--- src/rtl/program_sequencer.sv ---
// Purpose : program counter with increment, relative branch, absolute jump and an optional call/return stack.
// Latency : one cycle; a control input sampled at edge N sets pc/sp/fault after edge N.
// Backpres: stall freezes all state for the cycle; a stack fault freezes sequencing until reset.
//
// Ports
//   clk, reset (sync, active-low)      - clock and reset
//   enable_increment, stall            - advance by one / hold everything
//   load_en, load_addr                 - absolute jump (load_addr is also the call target)
//   branch_en, branch_offset           - pc-relative branch, offset sign-extended, relative to pc
//   call_en, ret_en                    - push pc+1 and jump / pop into pc
//   pc, sp, fault, fault_code          - registered outputs
//
// Build option: define PROGRAM_SEQUENCER_STACK_EN to include the return stack and
// fault monitor. Without it, call_en acts as load_en, ret_en is ignored, sp/fault are 0.
module program_sequencer #(
  parameter int               WIDTH       = 8,
  parameter int               OFF_WIDTH   = 8,
  parameter int               STACK_DEPTH = 4,
  parameter logic [WIDTH-1:0] RESET_ADDR  = '0
) (
  input  logic                             clk,
  input  logic                             reset,
  input  logic                             enable_increment,
  input  logic                             stall,
  input  logic                             load_en,
  input  logic [WIDTH-1:0]                 load_addr,
  input  logic                             branch_en,
  input  logic [OFF_WIDTH-1:0]             branch_offset,
  input  logic                             call_en,
  input  logic                             ret_en,
  output logic [WIDTH-1:0]                 pc,
  output logic [$clog2(STACK_DEPTH+1)-1:0] sp,
  output logic                             fault,
  output logic [1:0]                       fault_code
);

  localparam int               SP_W = $clog2(STACK_DEPTH+1);
  localparam logic [WIDTH-1:0] ONE  = WIDTH'(1);

  // Size cast of a signed operand sign-extends, so this also works when OFF_WIDTH == WIDTH.
  logic [WIDTH-1:0] offset_ext;
  logic [WIDTH-1:0] pc_inc;

  assign offset_ext = WIDTH'($signed(branch_offset));
  assign pc_inc     = pc + ONE;

`ifdef PROGRAM_SEQUENCER_STACK_EN

  localparam int               IDX_W = (STACK_DEPTH > 1) ? $clog2(STACK_DEPTH) : 1;
  localparam logic [SP_W-1:0]  SP_FULL = SP_W'(STACK_DEPTH);
  localparam logic [SP_W-1:0]  SP_ONE  = SP_W'(1);

  typedef enum logic {RUN, FAULT} state_t;

  state_t           state;
  logic [WIDTH-1:0] stack [STACK_DEPTH];
  logic [IDX_W-1:0] push_idx;
  logic [IDX_W-1:0] pop_idx;
  logic             active;
  logic             do_push;

  // Index truncation is safe: push is blocked at sp == STACK_DEPTH and pop at sp == 0.
  assign push_idx = IDX_W'(sp);
  assign pop_idx  = IDX_W'(sp - SP_ONE);
  assign active   = (state == RUN) && !stall;
  assign do_push  = active && call_en && !ret_en && (sp != SP_FULL);

  // Stack storage carries no reset; sp returning to 0 makes stale entries unreachable.
  always_ff @(posedge clk) begin
    if (reset && do_push) begin
      stack[push_idx] <= pc_inc;
    end
  end

  always_ff @(posedge clk) begin
    if (!reset) begin
      state      <= RUN;
      pc         <= RESET_ADDR;
      sp         <= '0;
      fault      <= 1'b0;
      fault_code <= 2'b00;
    end else if (active) begin
      // Priority chain: first matching control wins; fault cases leave pc and sp untouched.
      if (call_en && ret_en) begin
        state      <= FAULT;
        fault      <= 1'b1;
        fault_code <= 2'b11;
      end else if (ret_en) begin
        if (sp == '0) begin
          state      <= FAULT;
          fault      <= 1'b1;
          fault_code <= 2'b10;
        end else begin
          pc <= stack[pop_idx];
          sp <= sp - SP_ONE;
        end
      end else if (call_en) begin
        if (sp == SP_FULL) begin
          state      <= FAULT;
          fault      <= 1'b1;
          fault_code <= 2'b01;
        end else begin
          pc <= load_addr;
          sp <= sp + SP_ONE;
        end
      end else if (load_en) begin
        pc <= load_addr;
      end else if (branch_en) begin
        pc <= pc + offset_ext;
      end else if (enable_increment) begin
        pc <= pc_inc;
      end
    end
    // FAULT (or stall): everything holds until reset.
  end

`else

  logic unused_ret;
  assign unused_ret = ret_en;

  assign sp         = '0;
  assign fault      = 1'b0;
  assign fault_code = 2'b00;

  always_ff @(posedge clk) begin
    if (!reset) begin
      pc <= RESET_ADDR;
    end else if (!stall) begin
      if (call_en || load_en) begin
        pc <= load_addr;
      end else if (branch_en) begin
        pc <= pc + offset_ext;
      end else if (enable_increment) begin
        pc <= pc_inc;
      end
    end
  end

`endif

endmodule

--- config.mk ---
export PLATFORM = sky130hd
export DESIGN_NAME = program_sequencer
export DESIGN_NICKNAME = d
export VERILOG_FILES = /design/src/rtl/program_sequencer.sv
export SDC_FILE = /design/constraint.sdc
export NUM_CORES = 1
export LEC_CHECK = 0
export ABC_AREA = 1
export CORE_ASPECT_RATIO = 0.7
export CORE_UTILIZATION = 44
export CTS_CLUSTER_DIAMETER = 40
export DETAILED_ROUTE_END_ITERATION = 10
export PLACE_DENSITY_LB_ADDON = 0.3
export RECOVER_POWER = 50
export SLEW_MARGIN = 0
export SYNTH_ARGS = -nofsm -noshare
export SYNTH_HDL_FRONTEND = slang
export SYNTH_SLANG_ARGS = --single-unit
--- constraint.sdc ---
create_clock -name clk -period 5.5 [get_ports clk]
set_clock_uncertainty 0.15 [all_clocks]
set_input_delay 1.1 -clock clk [delete_from_list [all_inputs] [get_ports clk]]
set_output_delay 1.1 -clock clk [all_outputs]
set_load 0.1 [all_outputs]
==> results <==
- The critical path starts at branch_en.
- The warning count from the yosys run is 0.
- In this run the deepest clock path goes through 2 buffers.
- The leading cell type in the layout, fill and taps excluded is nand2_1.
- Once layout is complete, the cells apart from fillers number 186.
- The tightest min-delay check is of the flip-flop to flip-flop type.
- The peak clock frequency supported by timing is 299 MHz.
- The flip-flop count of the largest register after layout is 8.
- The critical path data required time is 5.53 ns.
- The last element of the critical path is pc[1].
- The startpoint identified for the worst hold timing path is pc[6].
- Counting instances, the worst hold path has a depth of 2.
- In the routed design, unresolved DRC markers number 0.
- The max-slew headroom at the worst pin is 0.339.
- The post-synthesis cell type with the largest combined area is dfxtp_1.
- The number of unique standard cell types used by synthesis is 22.
- The worst slack at placement is 1.95 ns.
- The clock sink count is 8.
- The critical path in this run is classified as input pin to flip-flop.
- The repair_antennas step left the layout with diodes totalling 0.
- After floorplanning, the core was divided into 12 placement rows.
- The die area is 2120 µm².
- Dividing total power by cell area gives a power density of 208 nW/µm².
- The analysis attributes to cell leakage a power of 0.597 nW.
- The ratio of cells with drive above 1 in the final layout is 0.0727.
- The count of endpoints failing hold in the final timing report is 0.
- The total vias in the final route is 948.
- Setup violations remaining at the end of the flow were counted as 0.
- The total track usage is 0.225.
- The endpoint identified for the worst register-to-register timing path is pc[6].
- Entering global routing, the biggest net connects 12 pins.
- Setup slack on the worst reg-to-reg path comes out at 3.68 ns.
- IR analysis of the VDD net gives a maximum drop of 148 µV.
- The number of instances in the placed design is 183.
- The initial antenna violation count is 0.
- The finished layout cell area is 1140 µm².
- Across the run, the number of max-cap violations was 0.
- After synthesis the cells add up to 852 µm².
- The total wire length after detailed routing is 2130 µm.
- The final HPWL from detailed placement is 1640 µm.
- The number of buffers inserted during clock tree synthesis is 3.
- After synthesis the netlist holds a flip-flop and latch count of 8.
- The cell area reported after detailed placement is 1120 µm².
- In the synthesized netlist the dominant register cell turns out to be dfxtp_1.
- The first detailed-routing pass took 4 iterations.
- Measured along the x axis, the die boundary spans 54.6 µm.
- The count of buffers added on input and output ports is 30.
- The number of global-route vias before repair is 830.
- The average size of a mapped cell is 6.27 µm².
- The worst-skew pair later-pin latency is 0.26 ns.
- The starting DRC count in detailed routing is 41.
- In this run the standard cell core region covers 1700 µm².
- Along the worst path, the maximum fanout reaches 9.
- Hold repair after CTS inserted 0 buffers.
- The total power of the final layout is 0.238 mW.
- The transition at the pin with the smallest max-transition slack is 0.989 ns.
- Setup repair after global routing left no endpoint under its margin.
- The startpoint identified for the worst register-to-register timing path is pc[0].
- Measured in cells, the most critical reg-to-reg path has a length of 11.
- For this run, the register share of the synthesized area comes to 0.188.
- The root buffer cell chosen for the clock tree is clkbuf_4.
- Dividing the detail-routed via count by the number of cells gives 5.10.
- The worst path meets setup with 2.16 ns of slack.
- For this run, asynchronously set or reset flops after synthesis account for 0.
- The total congestion overflow is 0.
- In this run the number of H-tree levels came out at 1.
- The number of nets with antenna violations after detailed routing is 0.
- In the final layout, the registers with the most flip-flops are pc x8.
- From bottom edge to top edge, the die measures 38.8 µm.
- The synthesized design contains 0 enable-type register cells.
- The number of post-CTS setup repair buffers is 0.
- The area share of the largest cell type after synthesis is 0.188.
- The number of standard cells after synthesis is 136.
- The number of top-level pins is 38.
- The final max-slew violation count came to 0.
- The top cell types in the final layout, fill and taps aside, are nand2_1 (39), clkdlybuf4s50_1 (22), inv_1 (20).
- The TritonCTS clock tree is done.
- Of the available clock period, the critical path in the final layout requires 0.607.
- Ranked by flip-flop count, first place goes to pc.
- In the final routed layout, each cell accounts on average for 11.5 µm.
- After clock tree synthesis, the clock-pin slew on the worst setup and hold paths is 0.06 ns.
- The signed area change from the synthesized netlist to the final layout is 33.9%.
- The setup TNS after final layout is 0 ns.
- The worst hold slack is 0.337 ns.
- The post-cts gate resize count is 0.
- At the end of routability-driven placement, the weighted congestion stood at 0.844.
- The worst setup path is captured at a flip-flop.
- The wire length of the first global-routing pass is 3230 µm.
- By area the synthesized netlist is led by dfxtp_1 (19%), nand2_1 (17%), ha_1 (10%).
- The final critical delay including setup and external delays is 3.34 ns.
- The flow ran to the end, and the final reports show no timing, DRC or antenna violations.
- The final core utilization is 0.673.
- The initial standard-cell utilization of the core is 0.502.
- The worst path arrival time is 3.37 ns.
- The startpoint class of the critical path is an input pin.
- The count of nets after finishing is 199.
worst max-delay path, stage by stage:
cell and delay (ns):
dlygate4sd3_1 0.80, inv_4 0.06, or2_2 0.29, ha_1 0.20, inv_1 0.07, fa_1 0.40, o21ai_0 0.21, o21ai_1 0.10
a21oi_1 0.14
synthesized netlist by cell type (3+ instances only):
cell,n
ha_1,7
buf_4,6
buf_6,3
o21ai_0,6
inv_1,20
nor2_2,3
nand3_1,9
dfxtp_1,8
nand2_1,39
nor2_1,7
a21oi_1,13
kinds of logic (layout without fill, tap and decap cells):
family / after synthesis / in the layout / synth area share
and+or+nand+nor: 64 / 64 / 0.325
buffers and inverters: 32 / 56 / 0.197
AOI/OAI and AO/OA: 22 / 22 / 0.150
adders and majority gates: 8 / 8 / 0.126
DFF: 8 / 8 / 0.188
other: 1 / 6 / 0.00440
xor gates and xnor gates: 1 / 1 / 0.0103
worst min-delay path by stage:
stage	endpoint
2_1_floorplan	pc[5]
3_3_place_gp	pc[6]
3_5_place_dp	pc[6]
4_1_cts	pc[6]
5_1_grt	pc[6]
6_report	pc[6]
layer usage:
metal,global-route usage,vias to the layer above,part of all wire
met2,0.401,56,0.49
met1,0.241,418,0.40
met3,0.0902,2,0.10
met5,0,-,0
li1,-,472,-
met4,0.0705,0,0.0080
area by class of cell:
cell class / instances / area (µm²)
multi-input cells: 101 / 543
fillers: 160 / 556
inverters: 23 / 88.8
flip-flops and latches: 8 / 160
well taps: 21 / 26.3
clock buffers: 3 / 22.5
repair buffers: 30 / 300
power by group:
part / total, mW / switching [mW] / leakage, nW / internal, mW
clock: 0.0481 / 0.0230 / 0.0138 / 0.0252
sequential: 0.0664 / 0.00379 / 0.0663 / 0.0626
combinational: 0.123 / 0.0857 / 0.517 / 0.0377
No activity file was read; power rests on OpenSTA's default activity.
